[src/rtl/pipe_pkg.sv]
// pipe_pkg: shared definitions for the inter-stage pipeline registers.
//   - Per-stage NOP payload constants (what a bubble looks like downstream).
//   - kill_cnt_t: squash counter type for the default KILL_W of 2.
//   - Stall-vector bit indices; the hazard unit ORs selected bits into stall_i.
package pipe_pkg;

  localparam int PIPE_DATA_W = 128;
  localparam int PIPE_KILL_W = 2;

  typedef logic [PIPE_KILL_W-1:0] kill_cnt_t;

  // RISC-V canonical NOP (addi x0,x0,0) in the instruction slot; zero elsewhere.
  localparam logic [PIPE_DATA_W-1:0] IF_ID_NOP  = {96'h0, 32'h0000_0013};
  localparam logic [PIPE_DATA_W-1:0] ID_EX_NOP  = {PIPE_DATA_W{1'b0}};
  localparam logic [PIPE_DATA_W-1:0] EX_MEM_NOP = {PIPE_DATA_W{1'b0}};

  // Stall vector bit positions.
  localparam int STALL_LOAD_USE   = 0;
  localparam int STALL_MUL_BUSY   = 1;
  localparam int STALL_DCACHE_MISS = 2;
  localparam int STALL_VEC_W      = 3;

  function automatic logic any_stall(input logic [STALL_VEC_W-1:0] v);
    return |v;
  endfunction

endpackage

[src/rtl/pipe_skid_buf.sv]
// pipe_skid_buf: one-entry skid register.
//   clk, rst       : clock, synchronous active-high reset
//   clr            : drop the entry (flush)
//   load/load_data : capture a payload into the entry
//   pop            : entry moved downstream this cycle
//   skid_valid/skid_data : entry state
// Priority: rst > clr > load > pop. The parent never loads and pops in the same
// cycle because it deasserts in_ready while the entry is full.
module pipe_skid_buf
  import pipe_pkg::*;
#(
  parameter int DATA_W = 128
) (
  input  logic              clk,
  input  logic              rst,
  input  logic              clr,
  input  logic              load,
  input  logic              pop,
  input  logic [DATA_W-1:0] load_data,
  output logic              skid_valid,
  output logic [DATA_W-1:0] skid_data
);

  always_ff @(posedge clk) begin
    if (rst) begin
      skid_valid <= 1'b0;
      skid_data  <= '0;
    end else if (clr) begin
      skid_valid <= 1'b0;
    end else if (load) begin
      skid_valid <= 1'b1;
      skid_data  <= load_data;
    end else if (pop) begin
      skid_valid <= 1'b0;
    end
  end

endmodule

[src/rtl/pipe_stage_reg.sv]
// pipe_stage_reg: parametrised inter-stage pipeline register with valid/ready
// handshake, stall, flush and a post-flush squash counter.
//
// Ports:
//   clk, rst        : clock, synchronous active-high reset
//   in_valid/in_ready/in_data    : upstream handshake and payload
//   out_valid/out_ready/out_data : downstream handshake and payload
//                                  (out_data = NOP_PAYLOAD while a bubble)
//   stall_i         : hazard hold, blocks upstream intake only
//   flush_i         : kill held contents and load squash count
//   flush_skip_i    : number of later accepted transfers to discard
//   kill_pending_o  : squash counter nonzero (from the counter flop)
//
// Build option: define PIPE_SKID_EN to add a one-entry skid buffer; in_ready
// then depends only on stall_i and the skid flop, cutting the out_ready ->
// in_ready combinational path.
module pipe_stage_reg
  import pipe_pkg::*;
#(
  parameter int                 DATA_W      = 128,
  parameter int                 KILL_W      = 2,
  parameter logic [DATA_W-1:0]  NOP_PAYLOAD = {DATA_W{1'b0}}
) (
  input  logic              clk,
  input  logic              rst,
  input  logic              in_valid,
  output logic              in_ready,
  input  logic [DATA_W-1:0] in_data,
  output logic              out_valid,
  input  logic              out_ready,
  output logic [DATA_W-1:0] out_data,
  input  logic              stall_i,
  input  logic              flush_i,
  input  logic [KILL_W-1:0] flush_skip_i,
  output logic              kill_pending_o
);

  logic [KILL_W-1:0] kill_cnt, kill_n;
  logic              out_valid_n;
  logic [DATA_W-1:0] out_data_n;
  logic              accepted, drain;

  assign accepted       = in_valid & in_ready;
  assign drain          = out_valid & out_ready;
  assign kill_pending_o = (kill_cnt != '0);

`ifdef PIPE_SKID_EN
  logic              skid_valid;
  logic [DATA_W-1:0] skid_data;
  logic              skid_load, skid_pop;

  assign in_ready = !rst & !stall_i & !skid_valid;

  pipe_skid_buf #(.DATA_W(DATA_W)) u_skid (
    .clk        (clk),
    .rst        (rst),
    .clr        (flush_i),
    .load       (skid_load),
    .pop        (skid_pop),
    .load_data  (in_data),
    .skid_valid (skid_valid),
    .skid_data  (skid_data)
  );
`else
  assign in_ready = !rst & !stall_i & (!out_valid | out_ready);
`endif

  always_comb begin
    out_valid_n = out_valid;
    out_data_n  = out_data;
    kill_n      = kill_cnt;
`ifdef PIPE_SKID_EN
    skid_load   = 1'b0;
    skid_pop    = 1'b0;
`endif
    if (flush_i) begin
      // Any same-cycle accept is discarded and does not consume the count.
      out_valid_n = 1'b0;
      out_data_n  = NOP_PAYLOAD;
      kill_n      = flush_skip_i;
    end else if (accepted && kill_cnt != '0) begin
      // Squashed transfer: drop payload, old contents follow normal drain/hold.
      kill_n = kill_cnt - KILL_W'(1);
      if (drain) begin
        out_valid_n = 1'b0;
        out_data_n  = NOP_PAYLOAD;
      end
    end else if (accepted) begin
`ifdef PIPE_SKID_EN
      // Accept implies skid empty; park it if out is held.
      if (out_valid && !out_ready) begin
        skid_load = 1'b1;
      end else begin
        out_valid_n = 1'b1;
        out_data_n  = in_data;
      end
`else
      out_valid_n = 1'b1;
      out_data_n  = in_data;
`endif
    end else if (drain) begin
`ifdef PIPE_SKID_EN
      if (skid_valid) begin
        skid_pop    = 1'b1;
        out_valid_n = 1'b1;
        out_data_n  = skid_data;
      end else begin
        out_valid_n = 1'b0;
        out_data_n  = NOP_PAYLOAD;
      end
`else
      out_valid_n = 1'b0;
      out_data_n  = NOP_PAYLOAD;
`endif
    end
  end

  always_ff @(posedge clk) begin
    if (rst) begin
      out_valid <= 1'b0;
      out_data  <= NOP_PAYLOAD;
      kill_cnt  <= '0;
    end else begin
      out_valid <= out_valid_n;
      out_data  <= out_data_n;
      kill_cnt  <= kill_n;
    end
  end

endmodule

[config.mk]
export PLATFORM = sky130hd
export DESIGN_NAME = pipe_stage_reg
export DESIGN_NICKNAME = d
export VERILOG_FILES = /design/src/rtl/pipe_pkg.sv /design/src/rtl/pipe_skid_buf.sv /design/src/rtl/pipe_stage_reg.sv
export SDC_FILE = /design/constraint.sdc
export NUM_CORES = 1
export LEC_CHECK = 0
export BUFFER_PORTS_ARGS = -buffer_cell sky130_fd_sc_hd__buf_4
export CAP_MARGIN = 0
export CORE_MARGIN = 4
export CORE_UTILIZATION = 43
export DETAILED_ROUTE_END_ITERATION = 7
export GPL_TIMING_DRIVEN = 0
export PLACE_DENSITY = 0.86
export SLEW_MARGIN = 15
export SYNTH_ARGS = -nofsm -noshare
export SYNTH_HDL_FRONTEND = slang
export SYNTH_SLANG_ARGS = --single-unit
export TNS_END_PERCENT = 100
[constraint.sdc]
create_clock -name clk -period 1.4 [get_ports clk]
set_input_delay 0.14 -clock clk [delete_from_list [all_inputs] [get_ports clk]]
set_output_delay 0.14 -clock clk [all_outputs]
set_load 0.02 [all_outputs]
==> flow_summary.json, run 1 <==
{
  "synth-seq-cells": 131,
  "initial_core_util_pct": 44.0,
  "placed_cell_area_um2": 8100,
  "yosys_warnings": 0,
  "die_w_um": 125,
  "clock_sinks": 131,
  "cts_buffers": 17,
  "rows": 42,
  "tool.error": "[ERROR DPL-0038] Utilization greater than 100%, impossible to legalize",
  "status": "did not finish",
  "syn_nets": 793,
  "dp_slack_ps": -445,
  "numPortBuffers": 266,
  "synth_area_um2": 5860,
  "stop_stage": "global routing",
  "dp_hpwl_mm": 15.5,
  "htree_levels": 4,
  "dp_cells": 1098,
  "die_h_um": 125,
  "cts_root_buf": "clkbuf_16",
  "worstEndpointGrtRepair": "out_data[124]$_SDFF_PP0_/D",
  "ys_types": 24,
  "clk_path_buf_depth": 2,
  "num_io_pins": 267,
  "worst_endpoint_kind": "register input",
  "grt_max_degree": 17,
  "avgSynthCellArea_um2": 8.93,
  "synthCells": 656,
  "yosysSeqAreaShare_pct": 44.8,
  "gp_congestion": 0.842
}
[stage by stage]
step | utilization, % | hold slack, ps
after floorplan | - | 276
after global placement | 61.0 | 378
after detailed placement | 61.0 | 383
after CTS | 95.5 | 1.57
[logic make-up after synthesis]
logic type               synth area share (%)
AND/OR/NAND/NOR                          15.1
flip-flops                               44.8
AO/OA/AOI/OAI                            30.9
buffers and inverters                    8.97
adder cells (fa/ha/maj)                 0.214
[cells in the mapped netlist (all sizes together)]
master | count | share of area (%)
ha | 1 | 0.21
nor3b | 1 | 0.13
nor4 | 1 | 0.11
nor2 | 3 | 0.19
nand2 | 2 | 0.13
clkbuf | 94 | 6.1
a21oi | 130 | 11
dfxtp | 131 | 45
nand2b | 2 | 0.21
and2 | 1 | 0.11
a221o | 1 | 0.17
nor3 | 2 | 0.17
buf | 20 | 2.6
o31a | 3 | 0.45
nand4 | 128 | 14
or2 | 2 | 0.21
inv | 4 | 0.26
nor2b | 2 | 0.21
o311ai | 128 | 19
[what timing repair did]
action / CTS
hold buffers: 120
endpoints found under the hold margin: 120
gates resized for setup: 448
endpoints found under the setup margin: 132
setup buffers: 13
gates cloned: 20
pin swaps: 161
==> run 2, diff against run 1 <==
--- a/config.mk
+++ b/config.mk
@@ -8,10 +8,10 @@
 export BUFFER_PORTS_ARGS = -buffer_cell sky130_fd_sc_hd__buf_4
 export CAP_MARGIN = 0
 export CORE_MARGIN = 4
-export CORE_UTILIZATION = 43
+export CORE_UTILIZATION = 30
 export DETAILED_ROUTE_END_ITERATION = 7
 export GPL_TIMING_DRIVEN = 0
-export PLACE_DENSITY = 0.86
+export PLACE_DENSITY_LB_ADDON = 0.15
 export SLEW_MARGIN = 15
 export SYNTH_ARGS = -nofsm -noshare
 export SYNTH_HDL_FRONTEND = slang
==> constraint.sdc (replaced) <==
create_clock -name clk -period 1.8 [get_ports clk]
set_input_delay 0.18 -clock clk [delete_from_list [all_inputs] [get_ports clk]]
set_output_delay 0.18 -clock clk [all_outputs]
set_load 0.02 [all_outputs]
==> run 2 against run 1 <==
  * The run now ends clean
  * Synthesized cell count is the same
  * Synthesized area is the same
==> flow_summary.json, run 2 <==
{
  "top_regs": "out_data (128), kill_cnt (2), out_valid (1)",
  "r2r_slack_ps": 130,
  "cts_buffers": 17,
  "ys_types": 24,
  "yosysSeqAreaShare_pct": 44.8,
  "synth-seq-cells": 131,
  "grt_pass1_vias": 6539,
  "drtPass1Iterations": 5,
  "period_minus_slack_ps": 1700,
  "grt_remaining_overflow": 0,
  "final_layout_size_suffix_gt1_share_pct": 36.4,
  "netlist_top_cells_area": "dfxtp_1 45%, o311ai_0 18%, nand4_1 14%",
  "ir_drop_v": 0.000615,
  "clock_sinks": 131,
  "power.switching_mw": 1.85,
  "synth_area_um2": 5860,
  "cts.clk_slew.worst_paths_ps": 60,
  "power_frac_clock_pct": 47.6,
  "min_from": "in_data[62]",
  "post_cts_buffers": 0,
  "slowest_delay_ps": 360,
  "clk_latency_ps": 420,
  "viasPerCell": 5.56,
  "n_antenna_cell": 0,
  "track_usage_pct": 20.6,
  "r2r_cells": 7,
  "cts_root_buf": "clkbuf_16",
  "slew_violations": 0,
  "crit_fanout": 19,
  "tightestPinTransition_ps": 686,
  "synth_most_common_cell": "dfxtp_1",
  "hold_viol_final": 0,
  "critPathCaptureType": "primary output",
  "layout_commonest_cell": "buf_4",
  "dp_cells": 1182,
  "htree_levels": 4,
  "setup_viol": 0,
  "initial_core_util_pct": 30.9,
  "die_area_um2": 21800,
  "status": "finished clean",
  "core_um2": 19000,
  "grt_pass1_wl_mm": 36.5,
  "synth.top_cell.area_share_pct": 44.8,
  "period_share_pct": 94.5,
  "startpoint_type": "flop",
  "die_w_um": 148,
  "gp_congestion": 0.801,
  "cts_tree": "yes",
  "drcViolationCount": 0,
  "slew_headroom_pct": 54.3,
  "largest_reg_flops": 128,
  "crit_type": "flop to primary output",
  "swShare_pct": 25.2,
  "slowest_stage": "dfxtp_1",
  "yosys_warnings": 0,
  "power_density_nw_per_um2": 826,
  "hold_end": "out_data[62]",
  "die_h_um": 148,
  "r2r-start": "kill_cnt[0]",
  "syn_nets": 793,
  "clock.fmax_mhz": 588,
  "numPortBuffers": 266,
  "p_seq_share_pct": 40.3,
  "dp_hpwl_mm": 16.7,
  "via_count": 6750,
  "p_int_mw": 5.48,
  "finish.utilization_pct": 46.8,
  "final.setup_skew_ps": 7.57,
  "synth_commonest_cells": "131 x dfxtp_1, 130 x a21oi_1, 128 x nand4_1, 117 x o311ai_0, 92 x clkbuf_1",
  "yosysTopAreaCell": "dfxtp_1",
  "combinationalPowerShare_pct": 12.1,
  "drv_cap": 0,
  "antenna_found_initial": 0,
  "r2r_end": "out_data[12]",
  "min_path_type": "primary input to flop",
  "avgSynthCellArea_um2": 8.93,
  "antenna_left": 0,
  "rsz0062_at_grt": "true",
  "drt-initial-drc-count": 428,
  "finalNonFillerCells": 1213,
  "cp.required_ps": 1620,
  "most-common-layout-cells": "267 x buf_4, 131 x dfxtp_1, 130 x a21oi_1",
  "grt_max_degree": 20,
  "synth_edf_count": 0,
  "synthCells": 656,
  "num_io_pins": 267,
  "syn2layout_area_growth_pct": 51.6,
  "clk_path_buf_depth": 2,
  "arrival_ps": 1520,
  "whs_path_depth": 3,
  "post_drt_wl_per_cell_um": 19.5,
  "top_register": "out_data",
  "async_flop_share_pct": 0,
  "cp_cell_sequence": "nor2b_1, buf_6, buf_12, nor2_1, buf_4",
  "rows": 50,
  "ys_dominant_reg_cell": "dfxtp_1",
  "fin_nets": 1077,
  "finalWirelength_mm": 23.7,
  "leakagePower_nw": 3.29
}
==> run 2: cell counts after synthesis <==
No cell type changed its count.
==> run 2: worst max-delay path by stage <==
| stage | slack [ps] | to | start |
|---|---|---|---|
| 2_1_floorplan | 280 | out_data[52] | out_valid |
| 3_3_place_gp | -320 | out_data[42] | kill_cnt[0] |
| 3_5_place_dp | -350 | out_data[56] | kill_cnt[0] |
| 4_1_cts | 8 | out_data[56] | kill_cnt[0] |
| 5_1_grt | -40 | out_data[27] | kill_cnt[0] |
| 6_report | 100 | in_ready | out_valid |
==> run 2: area by class of cell <==
type	count	area, um2
Fill cell	1919	10100
Multi-Input combinational cell	407	2740
Sequential cell	131	2620
Timing Repair Buffer	267	2010
Buffer	112	578
Clock buffer	23	488
Tap cell	260	325
Clock inverter	9	103
Inverter	4	15.0
==> run 2: power groups by stage <==
stage               combinational [mW]  sequential (mW)  clock (mW)
global placement                 0.850             3.02           0
global route                     0.955             2.96        3.68
floorplan                        0.357             3.06           0
finish                           0.884             2.96        3.49
detailed placement               0.845             3.02           0
CTS                              0.858             2.96        3.55
==> run 2: cell families (layout without fill, tap and decap cells) <==
group | Yosys count | after routing | synth area share [%]
adders and majority gates | 1 | 1 | 0.214
AOI/OAI and AO/OA | 262 | 262 | 30.9
DFF | 131 | 131 | 44.8
buffers and inverters | 118 | 415 | 8.97
and+or+nand+nor | 144 | 144 | 15.1
==> run 2: metrics by stage <==
stage | power, mW | cell area [um2] | hold WS [ps] | TNS, ps | worst slack (ps)
2_1_floorplan | 3.41 | 5860 | 316 | 0 | 279
3_3_place_gp | 3.87 | 8180 | 410 | -29170 | -324
3_5_place_dp | 3.86 | 8180 | 410 | -28830 | -349
4_1_cts | 7.37 | 8800 | 7.47 | 0 | 8.04
5_1_grt | 7.59 | 8880 | 9.86 | -106 | -35.1
6_report | 7.33 | 8880 | 17.7 | 0 | 98.9
==> run 2: layer usage <==
metal	vias to the layer above	GRT usage, %	share of wire [%]
li1	3249	-	-
met1	3188	27.4	43
met3	29	7.17	9.0
met5	-	0	0
met2	284	32.2	46
met4	0	5.27	1.4
==> run 2: what timing repair did <==
action                                  in CTS  in global routing
endpoints found under the setup margin     118                121
gates resized for setup                     22                 94
hold buffers                                 1                  0
pin swaps                                    0                  0
endpoints found under the hold margin        1                  0
==> run 2: critical path: cells and delay by family (launching register included) <==
family                 cells  cell delay (ps)
flip-flops                 1              360
buffers and inverters      3              500
AND/OR/NAND/NOR            2              240
No activity file was read; power rests on OpenSTA's default activity.
==> run 3, diff against run 2 <==
--- a/config.mk
+++ b/config.mk
@@ -5,6 +5,7 @@
 export SDC_FILE = /design/constraint.sdc
 export NUM_CORES = 1
 export LEC_CHECK = 0
+export ABC_AREA = 1
 export BUFFER_PORTS_ARGS = -buffer_cell sky130_fd_sc_hd__buf_4
 export CAP_MARGIN = 0
 export CORE_MARGIN = 4
==> run 3 against run 2 <==
  * Core utilization grew 6.1 points
  * Register-to-register slack gained 140 ps
  * First-iteration DRC count fell by 49%
  * Final cell count grew 11%
  * Clock skew hardly changed
  * Largest cell class is now buffers
==> flow_summary.json, run 3 <==
{
  "cp_cell_sequence": "nand2_1, buf_2, buf_1, nand2_1, nand2_1, o21ai_1, nor2_1",
  "synth_edf_count": 0,
  "dp_hpwl_mm": 13.1,
  "syn2layout_area_growth_pct": 73.9,
  "drt-initial-drc-count": 218,
  "syn_nets": 864,
  "leakagePower_nw": 4.62,
  "crit_type": "flop to flop",
  "slew_violations": 0,
  "clock_sinks": 131,
  "tightestPinTransition_ps": 695,
  "rows": 48,
  "async_flop_share_pct": 0,
  "drcViolationCount": 0,
  "yosys_warnings": 0,
  "core_um2": 17200,
  "synth_commonest_cells": "265 x nand2_1, 131 x dfxtp_1, 131 x nor2_1, 106 x o21ai_1, 24 x o21ai_0",
  "top_regs": "out_data (128), kill_cnt (2), out_valid (1)",
  "synth.top_cell.area_share_pct": 50.0,
  "yosysTopAreaCell": "dfxtp_1",
  "status": "finished clean",
  "cts.clk_slew.worst_paths_ps": 60,
  "arrival_ps": 1880,
  "ir_drop_v": 0.000611,
  "period_share_pct": 85.2,
  "final.setup_skew_ps": 7.67,
  "dp_cells": 1218,
  "htree_levels": 4,
  "hold_viol_final": 0,
  "cts_buffers": 17,
  "layout_commonest_cell": "buf_4",
  "drv_cap": 0,
  "numPortBuffers": 266,
  "most-common-layout-cells": "275 x buf_4, 265 x nand2_1, 131 x nor2_1, 131 x dfxtp_1, 106 x o21ai_1",
  "final_layout_size_suffix_gt1_share_pct": 30.4,
  "num_io_pins": 267,
  "grt_pass1_vias": 5719,
  "synth_area_um2": 5250,
  "cts_resized": 0,
  "setup_viol": 0,
  "track_usage_pct": 18.4,
  "ys_dominant_reg_cell": "dfxtp_1",
  "power_density_nw_per_um2": 854,
  "post_drt_wl_per_cell_um": 13.8,
  "crit_fanout": 10,
  "viasPerCell": 4.37,
  "slew_headroom_pct": 53.7,
  "yosysSeqAreaShare_pct": 50.0,
  "hold_slack_ps": 17.7,
  "finalNonFillerCells": 1343,
  "drtPass1Iterations": 4,
  "netlist_top_cells_area": "dfxtp_1 50%, nand2_1 19%, o21ai_1 10%",
  "n_antenna_cell": 0,
  "fill_cells": 1694,
  "synthCells": 727,
  "startpoint_type": "flop",
  "setup_slack_ps": 266,
  "clk_latency_ps": 410,
  "gp_congestion": 0.791,
  "path_common_cell": "nand2_1",
  "finalWirelength_mm": 18.5,
  "fin_nets": 1243,
  "antenna_found_initial": 0,
  "avgSynthCellArea_um2": 7.21,
  "synth-seq-cells": 131,
  "cts_tree": "yes",
  "initial_core_util_pct": 30.4,
  "top_register": "out_data",
  "grt_remaining_overflow": 0,
  "grt_pass1_wl_mm": 29.4,
  "critPathCaptureType": "flop",
  "rsz0062_at_grt": "false",
  "period_minus_slack_ps": 1530,
  "slowest_stage": "buf_1",
  "dp_slack_ps": 206,
  "die_h_um": 140,
  "slowest_delay_ps": 430,
  "clk_path_buf_depth": 2,
  "grt_max_degree": 17,
  "die_w_um": 140,
  "ys_types": 18,
  "synth_most_common_cell": "nand2_1",
  "min_path_type": "primary input to flop",
  "largest_reg_flops": 128,
  "clock.fmax_mhz": 652,
  "via_count": 5874,
  "cp.required_ps": 2150,
  "die_area_um2": 19700,
  "fin_setup_tns_ps": 0,
  "antenna_left": 0,
  "cts_root_buf": "clkbuf_16"
}
run 3: area by class of cell:
class                      count  area, um2  share of cell area (%)
inverter                       6       22.5                   0.247
clock buffer                  19        453                    4.97
buffer                        56        390                    4.28
sequential                   131       2620                    28.8
tap                          225        282                    3.09
clock inverter                12        203                    2.22
timing repair buffer         360       2940                    32.2
multi-input combinational    534       2210                    24.2
run 3: worst paths after layout:
path | start | to | slack (ps) | cells past startpoint
max | out_valid | out_data[14] | 270 | 7
min | in_data[87] | out_data[87] | 20 | 3
max reg2reg | out_valid | out_data[14] | 270 | 7
min reg2reg | kill_cnt[0] | kill_cnt[0] | 520 | 2
run 3: logic make-up (layout without fill, tap and decap cells):
kind of cell / after synthesis / in the layout / share of synthesized area (%)
AO/OA/AOI/OAI: 132 / 132 / 12.6
flip-flops: 131 / 131 / 50.0
AND/OR/NAND/NOR: 401 / 401 / 29.3
buffers and inverters: 62 / 453 / 7.87
adder cells (fa/ha/maj): 1 / 1 / 0.239
run 3: critical path: cells and delay by family, from the launching register on:
kind / cells / cell delay, ps
AO/OA/AOI/OAI: 1 / 60
AND/OR/NAND/NOR: 4 / 320
buffers and inverters: 2 / 740
flip-flops: 1 / 330
run 3: metrics by stage:
| step | utilization (%) | total power [mW] | cell area (um2) |
|---|---|---|---|
| 6_report | 52.9 | 7.79 | 9120 |
| 4_1_cts | 52.9 | 7.90 | 9120 |
| 2_1_floorplan | - | 3.43 | 5250 |
| 3_5_place_dp | 43.6 | 3.85 | 7520 |
| 5_1_grt | 52.9 | 8.12 | 9120 |
| 3_3_place_gp | 43.6 | 3.85 | 7520 |
run 3: metal layers:
layer | share of wire, % | track usage, % | up-vias
li1 | - | - | 3058
met4 | 1.0 | 4.74 | 0
met3 | 8.7 | 6.96 | 10
met2 | 47 | 30.2 | 193
met1 | 43 | 22.9 | 2613
met5 | 0 | 0 | -
run 3: report_power, final:
| part | switching [mW] | total (mW) | internal [mW] |
|---|---|---|---|
| sequential | 0.0294 | 2.99 | 2.96 |
| clock | 1.30 | 3.84 | 2.53 |
| combinational | 0.434 | 0.963 | 0.529 |
run 3: what timing repair did:
item	in CTS	in global routing
hold buffers	94	0
hold endpoints to repair	94	0
setup buffers	0	0
